## config.mk

```make
export PLATFORM = sky130hd
export DESIGN_NAME = ntt_sequencer
export DESIGN_NICKNAME = d
export VERILOG_FILES = /design/src/rtl/ntt_sequencer.sv
export SDC_FILE = /design/constraint.sdc
export NUM_CORES = 1
export LEC_CHECK = 0
export ABC_AREA = 1
export BUFFER_PORTS_ARGS = -buffer_cell sky130_fd_sc_hd__buf_2
export CAP_MARGIN = 30
export CORE_UTILIZATION = 35
export DETAILED_ROUTE_END_ITERATION = 8
export PLACE_DENSITY = 0.67
export SLEW_MARGIN = 10
export SYNTH_ARGS = -nofsm -noshare
export SYNTH_HDL_FRONTEND = slang
export SYNTH_SLANG_ARGS = --single-unit
```

## constraint.sdc

```tcl
create_clock -name clk -period 3.2 [get_ports clk]
set_input_delay 0.16 -clock clk [delete_from_list [all_inputs] [get_ports clk]]
set_output_delay 0.16 -clock clk [all_outputs]
set_load 0.1 [all_outputs]
```

## src/rtl/ntt_sequencer.sv

```systemverilog
// NTT sequencer: loads PE exponents, streams N coefficients into the systolic array, drains, then pulses done.
// Optional feature: define NTT_INVERSE_EN to add the inverse input, which selects (N-k) mod N exponents.
module ntt_sequencer #(
    parameter int N = 16,
    parameter int W = 32
) (
    input  logic         clk,
    input  logic         rst,
    input  logic         start,
`ifdef NTT_INVERSE_EN
    input  logic         inverse,
`endif
    input  logic         coef_valid,
    input  logic [W-1:0] coef_data,
    output logic         coef_ready,
    output logic         ArrayRst,
    output logic [31:0]  InternalRegisterEnableIndex,
    output logic [31:0]  InternalRegisterInputValue0,
    output logic [W-1:0] Dim0InputLane0,
    output logic [W-1:0] Dim0InputLane1,
    output logic         busy,
    output logic         done
);
    localparam int CW = $clog2(N) + 1;
    localparam logic [CW-1:0] LAST = CW'(N - 1);

    typedef enum logic [2:0] {IDLE, LOAD, STREAM, DRAIN, DONE} state_t;

    state_t        state;
    logic [CW-1:0] cnt;
    logic [CW-1:0] nextCnt;
    logic [31:0]   nextValue;

    assign nextCnt = cnt + CW'(1);

`ifdef NTT_INVERSE_EN
    logic invMode;
    // Masking with N-1 folds k=0 back to exponent 0 for the inverse ordering.
    always_comb nextValue = invMode ? 32'((CW'(N) - nextCnt) & LAST) : 32'(nextCnt);
`else
    always_comb nextValue = 32'(nextCnt);
`endif

    always_ff @(posedge clk) begin
        if (rst) begin
            state                       <= IDLE;
            cnt                         <= '0;
            ArrayRst                    <= 1'b1;
            busy                        <= 1'b0;
            done                        <= 1'b0;
            coef_ready                  <= 1'b0;
            InternalRegisterEnableIndex <= '0;
            InternalRegisterInputValue0 <= '0;
            Dim0InputLane0              <= '0;
            Dim0InputLane1              <= '0;
`ifdef NTT_INVERSE_EN
            invMode                     <= 1'b0;
`endif
        end else begin
            // Outputs below describe the cycle being entered, so each branch sets them for the next state.
            done                        <= 1'b0;
            ArrayRst                    <= 1'b0;
            InternalRegisterEnableIndex <= '0;
            InternalRegisterInputValue0 <= '0;
            Dim0InputLane0              <= '0;
            Dim0InputLane1              <= '0;
            case (state)
                IDLE: begin
                    busy       <= 1'b0;
                    coef_ready <= 1'b0;
                    if (start) begin
                        state                       <= LOAD;
                        cnt                         <= '0;
                        busy                        <= 1'b1;
                        ArrayRst                    <= 1'b1;
                        InternalRegisterEnableIndex <= 32'd1;
`ifdef NTT_INVERSE_EN
                        invMode                     <= inverse;
`endif
                    end
                end
                LOAD: begin
                    if (cnt == LAST) begin
                        state      <= STREAM;
                        cnt        <= '0;
                        coef_ready <= 1'b1;
                    end else begin
                        cnt                         <= nextCnt;
                        ArrayRst                    <= 1'b1;
                        InternalRegisterEnableIndex <= 32'(nextCnt) + 32'd1;
                        InternalRegisterInputValue0 <= nextValue;
                    end
                end
                STREAM: begin
                    if (coef_valid) begin
                        Dim0InputLane0 <= W'(cnt);
                        Dim0InputLane1 <= coef_data;
                        if (cnt == LAST) begin
                            state      <= DRAIN;
                            cnt        <= '0;
                            coef_ready <= 1'b0;
                        end else begin
                            cnt <= nextCnt;
                        end
                    end
                end
                DRAIN: begin
                    if (cnt == LAST) begin
                        state <= DONE;
                        cnt   <= '0;
                        done  <= 1'b1;
                    end else begin
                        cnt <= nextCnt;
                    end
                end
                DONE: begin
                    state <= IDLE;
                    busy  <= 1'b0;
                end
                default: begin
                    state      <= IDLE;
                    cnt        <= '0;
                    busy       <= 1'b0;
                    coef_ready <= 1'b0;
                end
            endcase
        end
    end
endmodule

```

# After elaboration in Yosys (flattened, before gate mapping)
# Cells that the tools add are included.
# classes
shifts	0
bitwise	6
div	0
addsub	2
order_cmp	0
n_mul	0
n_eq_ne	10
muxes	22
reduce_logical	12
# ops
op	count
5-bit one-hot mux with 4 select lines	1
3-bit two-way mux	5
5-bit two-way mux	3
3-bit one-hot mux with 4 select lines	1
6-bit one-hot mux with 2 select lines	1
2-bit != test, second input constant	5
2-bit OR reduction	5
3-bit OR reduction	3
1-bit two-way mux	7
5-bit by 1-bit adder with 6-bit output, second input constant	1
3-bit by 2-bit equality test with 1-bit output, second input constant	2
6-bit two-way mux	1
1-bit NOT	6
5-bit by 1-bit adder with 5-bit output, second input constant	1
5-bit by 4-bit equality test with 1-bit output, second input constant	1
5-bit AND reduction	1
1-bit one-hot mux with 2 select lines	2
4-bit AND reduction	1
3-bit by 1-bit equality test with 1-bit output, second input constant	1
3-bit equality test, second input constant	1
3-bit zero test	1
1-bit one-hot mux with 3 select lines	1
3-bit AND reduction	1
# totals
inputBits	36
ff_bits	140
latchBits	0
memories	0
mem_bits_rw	0
out_inout_bits	132
romBits	0

# Logic depth before layout (Yosys ltp)
# Gate-level depths: netlist of the first run.
# depth
ltp_word	4
mapped_depth	10

# Worst setup path before layout of the first run
# No wires, ideal clock.
# synth_path
path_kind	register to register
from	reg cnt[0]
to	reg InternalRegisterEnableIndex[5]
arrival_time_ns	1.491
setup_time_ns	0.073
n_path_buf	0
path_stages_with_launch	10
synth_period_minus_slack_ns	1.564
required_ns	3.127
setup_slack_ns	1.636
cell_sequence	dfxtp_1 ha_1 nand2_1 nor2_1 ha_1 inv_1 nand4_2 nor2_4 nand2_2 nor3b_2
# synth_via
elab_chain_cells	4
word_cells_on_any_way	5
classes_between	add/sub (2); eq/ne (1); mux (2)
# synth_rtl
element	line_no	source
from (decl)	30	logic [CW-1:0] cnt;
from (signal assigned)	88	cnt <= nextCnt;
from (signal assigned)	103	cnt <= nextCnt;
from (signal assigned)	113	cnt <= nextCnt;
5-bit by 1-bit adder with 5-bit output	34	assign nextCnt = cnt + CW'(1);
5-bit by 1-bit adder with 6-bit output	90	InternalRegisterEnableIndex <= 32'(nextCnt) + 32'd1;
6-bit two-way mux *	83	if (cnt == LAST) begin
6-bit one-hot mux with 2 select lines *	67	case (state)
to (signal assigned)	90	
to (decl)	17	output logic [31:0] InternalRegisterEnableIndex,
# Every way passes the cells marked *; elsewhere a longest branch is shown, timed or not.
# A chain may end at the register's enable or synchronous reset.

# Final worst setup path of the first run
# Same ends and word-level chain as after synthesis.

==> results of run 1 <==
-- kinds of logic after synthesis --
| logic type | after synthesis |
|---|---|
| other | 1 |
| xor gates and xnor gates | 1 |
| buffers and inverters | 141 |
| and+or+nand+nor | 108 |
| adders and majority gates | 5 |
| AOI/OAI and AO/OA | 12 |
| DFF | 60 |
-- layout make-up --
type / instances / area (um2) / share of cell area [%]
well taps: 99 / 124 / 3.91
flip-flops and latches: 60 / 1200 / 38.0
clock buffers: 9 / 124 / 3.91
multi-input cells: 206 / 965 / 30.5
inverters: 57 / 216 / 6.84
clock inverters: 7 / 98.8 / 3.12
repair buffers: 87 / 435 / 13.8
-- state kept, by name (all words and copies together), names as in the netlist, 3 cells and up --
name	cells
cnt	5
InternalRegisterEnableIndex	6
Dim0InputLane1	32
state	3
Dim0InputLane0	5
InternalRegisterInputValue0	5
-- where the power goes --
part	internal (mW)	total, mW	switching (mW)	leakage, nW
sequential	0.812	0.870	0.0585	0.486
clock	0.443	0.742	0.299	0.110
combinational	0.163	1.16	0.993	1.21
-- metal layers --
layer | wire [um] | vias up | GRT usage [%]
met3 | 560 | 7 | 5.16
met5 | 0 | - | 0
met1 | 1850 | 812 | 12.2
li1 | - | 994 | -
met4 | 46 | 0 | 4.44
met2 | 2170 | 123 | 20.5
-- critical path: stages, from the launching register on --
cell     delay, ps
dfxtp_1        370
ha_1           230
nand2_1         80
nor2_1          50
ha_1           220
inv_1          130
nand4_2        160
nor2_4         180
nand2_2         80
nor3b_2        150
-- layout by cell type (no fill, tap or decap) --
| master | n |
|---|---|
| buf_2 | 87 |
| nand3_2 | 2 |
| clkbuf_8 | 9 |
| inv_4 | 1 |
| ha_1 | 5 |
| nor4_1 | 2 |
| clkinv_2 | 1 |
| nor2_1 | 53 |
| nor3b_2 | 1 |
| bufinv_16 | 2 |
| clkinvlp_4 | 1 |
| nand4_1 | 1 |
| nand2_2 | 2 |
| inv_6 | 2 |
| nand4_2 | 1 |
| a31oi_1 | 1 |
| nand2_4 | 1 |
| o21ai_2 | 2 |
| clkinv_4 | 1 |
| a21oi_1 | 6 |
| inv_1 | 54 |
| nand2_1 | 26 |
| conb_1 | 80 |
| inv_2 | 2 |
| nand4_4 | 1 |
| xor2_1 | 1 |
| nor2_2 | 6 |
| nand3b_1 | 1 |
| o21ai_0 | 3 |
| dfxtp_1 | 60 |
| nand3_1 | 8 |
| nor2_4 | 3 |
-- metrics by stage --
step | setup WS, ps | area, um2
6_report | 1480 | 3160
5_1_grt | 1370 | 3160
4_1_cts | 1480 | 3160
3_5_place_dp | 1500 | 2940
3_3_place_gp | 1540 | 2940
2_1_floorplan | 1640 | 3020
-- worst max-delay path by stage --
stage                        start                                        end  slack [ps]  cells past startpoint
2_1_floorplan  cnt[0]$_SDFFE_PP0P_  InternalRegisterEnableIndex[5]$_SDFF_PP0_        1640                      9
3_3_place_gp   cnt[0]$_SDFFE_PP0P_  InternalRegisterEnableIndex[5]$_SDFF_PP0_        1540                      9
5_1_grt        cnt[0]$_SDFFE_PP0P_  InternalRegisterEnableIndex[5]$_SDFF_PP0_        1370                      9
3_5_place_dp   cnt[0]$_SDFFE_PP0P_  InternalRegisterEnableIndex[5]$_SDFF_PP0_        1500                      9
4_1_cts        cnt[0]$_SDFFE_PP0P_  InternalRegisterEnableIndex[5]$_SDFF_PP0_        1480                      9
6_report       cnt[0]$_SDFFE_PP0P_  InternalRegisterEnableIndex[5]$_SDFF_PP0_        1480                      9
==> flow_summary.json, run 1 <==
{
  "slew_violations": 0,
  "syn_area_mm2": 0.00273,
  "grt_pass1_wl_mm": 7.49,
  "synth-edff-count": 0,
  "hold_start": "coef_data[10]",
  "syn_inst": 328,
  "hold_viol": 0,
  "synthMuxAreaShare_pct": 0,
  "clk_path_buf_depth": 2,
  "postSynth.topFlopCell": "dfxtp_1",
  "hp-class": "primary input to flip-flop",
  "finalNetCount": 462,
  "layout.cells.non_filler": 525,
  "diodes": 0,
  "yosysMostFrequentCell": "buf_4",
  "cp-start-kind": "flip-flop",
  "synthAdderAreaFrac_pct": 2.30,
  "synth_area_leaders": "dfxtp_1, buf_4, inv_1",
  "fill_cells": 750,
  "hpwl_mm": 3.66,
  "yosysTopAreaCellShare_pct": 44.1,
  "synth_area_leader_cell": "dfxtp_1",
  "cp.arrival_ps": 1980,
  "clock.fmax_ghz": 0.582,
  "htreeDepth": 3,
  "clk_pin_slew_ps": 70,
  "p_leak_nw": 1.80,
  "synth_seq_area_share_pct": 44.1,
  "first_pass_iters": 4,
  "routedWlPerCell_um": 8.81,
  "synth_compound_area_share_pct": 2.53,
  "cts_root_buf": "clkbuf_8",
  "dp_cells": 509,
  "grt_max_degree": 38,
  "finalWeightedCongestion": 0.849,
  "drive_gt1_share_pct": 29.3,
  "cts_tree": "built",
  "regToRegEndpoint": "InternalRegisterEnableIndex[5]$_SDFF_PP0_",
  "finalCritPeriodShare_pct": 53.7,
  "postCtsHoldBufs": 0,
  "clock_skew_ps": 6.66,
  "yosys_warnings": 0,
  "syn_to_final_growth_pct": 16.1,
  "ys_seq_elements": 60,
  "setup_viol": 0,
  "io_buffers": 87,
  "crit_fanout": 7,
  "drc": 0,
  "worst_pin_slew_ps": 524,
  "crit_type": "flip-flop to flip-flop",
  "tns_ps": 0,
  "synthSimpleGateAreaFrac_pct": 19.2,
  "setup.worst_path.end_class": "flip-flop",
  "viasPerCell": 3.69,
  "status": "completed",
  "whs_ps": 32.9,
  "min_period_ps": 1720,
  "synthTopCellsByCount": "buf_4, dfxtp_1, inv_1, nor2_1, nand2_1",
  "worstPathRequired_ps": 3460,
  "ant_nets": 0,
  "utilization_pct": 42.7,
  "grt.overflow.total": 0,
  "row_count": 31,
  "grt_antenna_before_repair": 0,
  "postCtsSetupRepairBufs": 0,
  "grt_pass1_vias": 1671,
  "start_util_pct": 36.8,
  "cts_buffers": 9,
  "whs_path_depth": 3,
  "insertion_delay_ps": 330,
  "die-area_mm2": 0.00814,
  "die_y_um": 90.2,
  "synth-xor-area-share_pct": 0.321,
  "rsz0062_at_grt": "false",
  "vias": 1936,
  "synth_top_family_by_area": "buffers and inverters",
  "cap_violations": 0,
  "holdPathEnd": "Dim0InputLane1[10]$_SDFF_PP0_",
  "ff2ff_path_depth": 9,
  "ff2ff_setup_slack_ps": 1480,
  "async_flop_share_pct": 0,
  "cts.sink_count": 60,
  "grt_usage_pct": 11.7,
  "drtIter0Drc": 93,
  "synth_area_per_cell_um2": 8.31,
  "power_density_mw_per_mm2": 875,
  "cts_resized": 0,
  "reg2reg_from": "cnt[0]$_SDFFE_PP0P_",
  "coreArea_mm2": 0.00741,
  "ir_drop_mv": 0.266,
  "max-slew-margin-rel_pct": 65.0,
  "routed_wl_mm": 4.62,
  "io_pins": 168,
  "chipWidth_um": 90.2,
  "power.total_mw": 2.77,
  "synth_cell_types": 28
}
Note: power is estimated with default switching activity, not from simulation.
==> run 2: changes to the inputs <==
--- a/config.mk
+++ b/config.mk
@@ -10,7 +10,7 @@
 export CAP_MARGIN = 30
 export CORE_UTILIZATION = 35
 export DETAILED_ROUTE_END_ITERATION = 8
-export PLACE_DENSITY = 0.67
+export PLACE_DENSITY = 0.7
 export SLEW_MARGIN = 10
 export SYNTH_ARGS = -nofsm -noshare
 export SYNTH_HDL_FRONTEND = slang
==> constraint.sdc (replaced) <==
create_clock -name clk -period 1.5 [get_ports clk]
set_input_delay 0.075 -clock clk [delete_from_list [all_inputs] [get_ports clk]]
set_output_delay 0.075 -clock clk [all_outputs]
set_load 0.1 [all_outputs]
==> flow_summary.json, run 2 (synthesis gave the netlist of run 1 again) <==
{
  "cp.arrival_ps": 1690,
  "grt_pass1_vias": 1994,
  "path_cells": "ha_4 -> nand2_4 -> nor2_4 -> ha_4 -> inv_4 -> nand4_4 -> nor2_4 -> nand2_2 -> nor3b_2",
  "busiest_layer": "met2",
  "cts_root_buf": "clkbuf_8",
  "layout.cells.non_filler": 564,
  "hold_viol": 0,
  "setup_viol": 0,
  "vias": 2201,
  "crit_type": "flip-flop to flip-flop",
  "start_util_pct": 36.8,
  "grt_antenna_before_repair": 0,
  "routed_wl_mm": 5.67,
  "io_buffers": 87,
  "pwr-share-clk_pct": 23.8,
  "coreArea_mm2": 0.00741,
  "cts_buffers": 9,
  "drc": 0,
  "htreeDepth": 3,
  "p_comb_share_pct": 45.4,
  "cp-start-kind": "flip-flop",
  "fill_cells": 716,
  "grt_max_degree": 38,
  "status": "completed",
  "viasPerCell": 3.90,
  "met2_usage_pct": 23.9,
  "cts_tree": "built",
  "tns_ps": 0,
  "final_common_cell": "buf_2",
  "internal_power_mw": 3.09,
  "gr-usage-met1_pct": 15.6,
  "die_y_um": 90.2,
  "net-switching-power_mw": 2.92,
  "cap_violations": 0,
  "cts.sink_count": 60,
  "syn_to_final_growth_pct": 32.8,
  "grt_pass1_wl_mm": 9.06,
  "hp-class": "primary input to flip-flop",
  "clock_skew_ps": 4.66,
  "finalCritPeriodShare_pct": 95.8,
  "crit_fanout": 4,
  "routedWlPerCell_um": 10.1,
  "min_period_ps": 1440,
  "swShare_pct": 48.5,
  "first_pass_iters": 4,
  "crit_slowest_cell": "dfxtp_2",
  "grt.overflow.total": 0,
  "drive_gt1_share_pct": 30.8,
  "insertion_delay_ps": 320,
  "ant_nets": 0,
  "clk_path_buf_depth": 2,
  "grt_usage_pct": 14.2,
  "slew_violations": 0,
  "ir_drop_mv": 0.780,
  "diodes": 0,
  "setup.worst_path.end_class": "flip-flop",
  "hpwl_mm": 3.68,
  "most-common-layout-cells": "buf_2, conb_1, dfxtp_1, inv_1, nor2_1",
  "top_regs": "Dim0InputLane1 x32, InternalRegisterEnableIndex x6",
  "cp_top_family": "simple AND/OR/NAND/NOR gates",
  "p_leak_nw": 1.99,
  "chipWidth_um": 90.2,
  "clk_pin_slew_ps": 70,
  "regMostFlops": "Dim0InputLane1",
  "place_area_mm2": 0.00301,
  "clock.fmax_ghz": 0.696,
  "worst_slack_ps": 63.6,
  "fin_area_mm2": 0.00362,
  "io_pins": 168,
  "die-area_mm2": 0.00814,
  "path_buf_inv": 1,
  "worstPathRequired_ps": 1760,
  "finalNetCount": 501,
  "share_seq_of_total_power_pct": 30.8,
  "whs_ps": 83.4,
  "critPathMaxStageDelay_ps": 340,
  "row_count": 31,
  "power_density_mw_per_mm2": 1660,
  "use_met3_pct": 5.25,
  "pre_cts_ws_ps": -23.0,
  "finalWeightedCongestion": 0.824,
  "drtIter0Drc": 54,
  "dp_cells": 515,
  "largest_reg_flops": 32
}
==> run 2: cell types whose count changed in the layout (fill, tap and decap cells not counted), moves of 3 or more <==
cell / previous run / this run
dlygate4sd3_1: 0 / 32
buf_4: 0 / 6
ha_1: 5 / 2
ha_4: 0 / 3
==> run 2: what timing repair did <==
action,4_1_cts,5_1_grt
endpoints found under the setup margin,1,13
gates cloned,0,0
buffers inserted,0,1
hold buffers,32,0
endpoints found under the hold margin,32,0
resized for setup,4,12
pin swaps,2,5
==> run 2: area by class of cell <==
cell class	instances	area, um2	area share (%)
clock buffers	12	155	4.29
clock inverters	4	47.5	1.31
inverters	57	219	6.05
multi-input cells	206	1050	29.0
flip-flops and latches	60	1200	33.3
well taps	99	124	3.42
repair buffers	126	821	22.7
==> run 2: per-layer routing <==
layer	vias to the layer above	wire length (um)
met5	-	0
met4	0	125
met1	991	2390
met2	126	2680
li1	1072	-
met3	12	476
==> run 2: power groups by stage <==
stage	logic, mW	registers (mW)	clock network (mW)
6_report	2.73	1.85	1.43
3_3_place_gp	2.57	1.87	0
2_1_floorplan	1.68	2.59	0
4_1_cts	2.65	1.84	1.50
3_5_place_dp	2.58	1.87	0
5_1_grt	2.87	1.87	1.58
==> run 2: path summary, 6_finish.rpt <==
kind / start / end / slack, ps / cells past startpoint
setup reg to reg: cnt[0]$_SDFFE_PP0P_ / InternalRegisterEnableIndex[5]$_SDFF_PP0_ / 60 / 9
setup / recovery: cnt[0]$_SDFFE_PP0P_ / InternalRegisterEnableIndex[5]$_SDFF_PP0_ / 60 / 9
hold / removal: rst / InternalRegisterEnableIndex[0]$_SDFF_PP0_ / 80 / 2
hold reg to reg: cnt[3]$_SDFFE_PP0P_ / cnt[3]$_SDFFE_PP0P_ / 470 / 2
==> run 2: metrics by stage <==
stage,power (mW),util [%]
global route,6.32,48.8
global placement,4.44,40.6
floorplan,4.26,-
finish,6.01,48.8
detailed placement,4.45,40.6
CTS,5.99,47.9
==> run 2: worst reg2reg max path, stage by stage (launching register included) <==
cell and delay [ps]:
dfxtp_2 340, ha_4 170, nand2_4 70, nor2_4 40, ha_4 180, inv_4 70
nand4_4 120, nor2_4 180, nand2_2 70, nor3b_2 140
==> run 3: changes to the inputs <==
--- a/config.mk
+++ b/config.mk
@@ -8,9 +8,11 @@
 export ABC_AREA = 1
 export BUFFER_PORTS_ARGS = -buffer_cell sky130_fd_sc_hd__buf_2
 export CAP_MARGIN = 30
-export CORE_UTILIZATION = 35
+export CELL_PAD_IN_SITES_DETAIL_PLACEMENT = 0
+export CELL_PAD_IN_SITES_GLOBAL_PLACEMENT = 1
+export CORE_UTILIZATION = 26
 export DETAILED_ROUTE_END_ITERATION = 8
-export PLACE_DENSITY = 0.7
+export PLACE_DENSITY_LB_ADDON = 0.1
 export SLEW_MARGIN = 10
 export SYNTH_ARGS = -nofsm -noshare
 export SYNTH_HDL_FRONTEND = slang
==> flow_summary.json, run 3 (synthesis gave the netlist of run 1 again) <==
{
  "grt_usage_pct": 11.7,
  "clock.fmax_ghz": 0.679,
  "p_comb_share_pct": 46.4,
  "htreeDepth": 3,
  "grt.overflow.total": 0,
  "status": "completed",
  "top_regs": "Dim0InputLane1 x32, InternalRegisterEnableIndex x6",
  "layout.cells.non_filler": 614,
  "setup.worst_path.end_class": "flip-flop",
  "net-switching-power_mw": 3.00,
  "io_buffers": 87,
  "setup_viol": 0,
  "cts_buffers": 9,
  "rsz0062_at_grt": "true",
  "share_seq_of_total_power_pct": 30.3,
  "io_pins": 168,
  "drc": 0,
  "largest_reg_flops": 32,
  "crit_type": "flip-flop to flip-flop",
  "syn_to_final_growth_pct": 37.3,
  "hold_viol": 0,
  "swShare_pct": 49.3,
  "cts_root_buf": "clkbuf_8",
  "utilization_pct": 36.6,
  "cp-start-kind": "flip-flop",
  "cts.sink_count": 60,
  "hpwl_mm": 3.99,
  "slew_violations": 0,
  "finalCritPeriodShare_pct": 98.2,
  "cp.arrival_ps": 1740,
  "grt_pass1_wl_mm": 9.70,
  "cts_tree": "built",
  "grt_pass1_vias": 2011,
  "first_pass_iters": 4,
  "finalNetCount": 515,
  "p_leak_nw": 2.04,
  "regMostFlops": "Dim0InputLane1",
  "chipWidth_um": 104,
  "hp-class": "primary input to flip-flop",
  "ant_nets": 0,
  "drtIter0Drc": 38,
  "internal_power_mw": 3.09,
  "final_common_cell": "buf_2",
  "routedWlPerCell_um": 10.1,
  "pwr-share-clk_pct": 23.2,
  "clk_pin_slew_ps": 70,
  "most-common-layout-cells": "buf_2, conb_1, dfxtp_1, inv_1, nor2_1",
  "power_density_mw_per_mm2": 1630,
  "crit_fanout": 4,
  "vias": 2141,
  "finalWeightedCongestion": 0.777,
  "dp_cells": 558,
  "tns_ps": 0,
  "die-area_mm2": 0.0109,
  "ir_drop_mv": 0.730,
  "routed_wl_mm": 6.18,
  "row_count": 37,
  "start_util_pct": 26.6,
  "cap_violations": 0,
  "grt_antenna_before_repair": 0,
  "drive_gt1_share_pct": 32.6,
  "diodes": 0,
  "grt_max_degree": 20,
  "coreArea_mm2": 0.0102,
  "min_period_ps": 1470,
  "insertion_delay_ps": 330,
  "clk_path_buf_depth": 2,
  "die_y_um": 104,
  "clock_skew_ps": 4.69,
  "worstPathRequired_ps": 1770,
  "viasPerCell": 3.49
}
run 3: cell count changes in the layout (fill, tap and decap cells not counted), sizes merged:
cell    previous run  this run
buf               94       107
clkbuf            12        10
clkinv             2         3
nand4              3         4
run 3: path summary, 6_finish.rpt:
| check | to | slack [ps] | depth (start not counted) | startpoint |
|---|---|---|---|---|
| max | InternalRegisterEnableIndex[5]$_SDFF_PP0_ | 30 | 9 | cnt[0]$_SDFFE_PP0P_ |
| max reg2reg | InternalRegisterEnableIndex[5]$_SDFF_PP0_ | 30 | 9 | cnt[0]$_SDFFE_PP0P_ |
| min | cnt[1]$_SDFFE_PP0P_ | 100 | 3 | rst |
| min reg2reg | busy$_SDFFE_PP0N_ | 460 | 2 | busy$_SDFFE_PP0N_ |
run 3: area by class of cell:
type | count | area, um2
multi-input cells | 207 | 1050
repair buffers | 139 | 906
well taps | 136 | 170
inverters | 57 | 219
clock buffers | 10 | 138
flip-flops and latches | 60 | 1200
clock inverters | 5 | 52.6
fillers | 1105 | 6490
run 3: per-layer routing:
layer / GRT usage (%) / vias to the layer above / wire, um
met5: 0 / - / 0
met4: 7.45 / 0 / 189
met3: 3.63 / 13 / 481
met2: 18.5 / 98 / 2830
met1: 13.7 / 926 / 2680
li1: - / 1104 / -
run 3: worst max-delay path: stages (launching register included):
cell     delay (ps)
dfxtp_2         340
ha_4            170
nand2_4          80
nor2_4           40
ha_4            180
inv_4            70
nand4_4         120
nor2_4          180
nand2_2          80
nor3b_2         160
run 3: metrics by stage:
| step | area [um2] | setup WS (ps) | total power [mW] | hold WS (ps) |
|---|---|---|---|---|
| global route | 3740 | -50.4 | 6.41 | 92.2 |
| floorplan | 3030 | 3.14 | 4.26 | 187 |
| global placement | 3090 | -8.83 | 4.53 | 290 |
| CTS | 3640 | 5.08 | 6.08 | 86.1 |
| detailed placement | 3090 | -58.4 | 4.50 | 294 |
| finish | 3740 | 27.2 | 6.09 | 97.4 |
run 3: power groups by stage:
stage | logic (mW) | registers, mW | clock network, mW
finish | 2.83 | 1.85 | 1.41
global route | 2.98 | 1.87 | 1.56
CTS | 2.77 | 1.84 | 1.48
detailed placement | 2.65 | 1.85 | 0
global placement | 2.68 | 1.85 | 0
floorplan | 1.68 | 2.59 | 0
run 3: timing repair:
item,4_1_cts,5_1_grt
gates cloned,1,0
buffers inserted,2,6
hold buffers,32,0
pin swaps,3,7
hold endpoints to repair,32,0
setup endpoints to repair,47,18
gates resized for setup,5,10
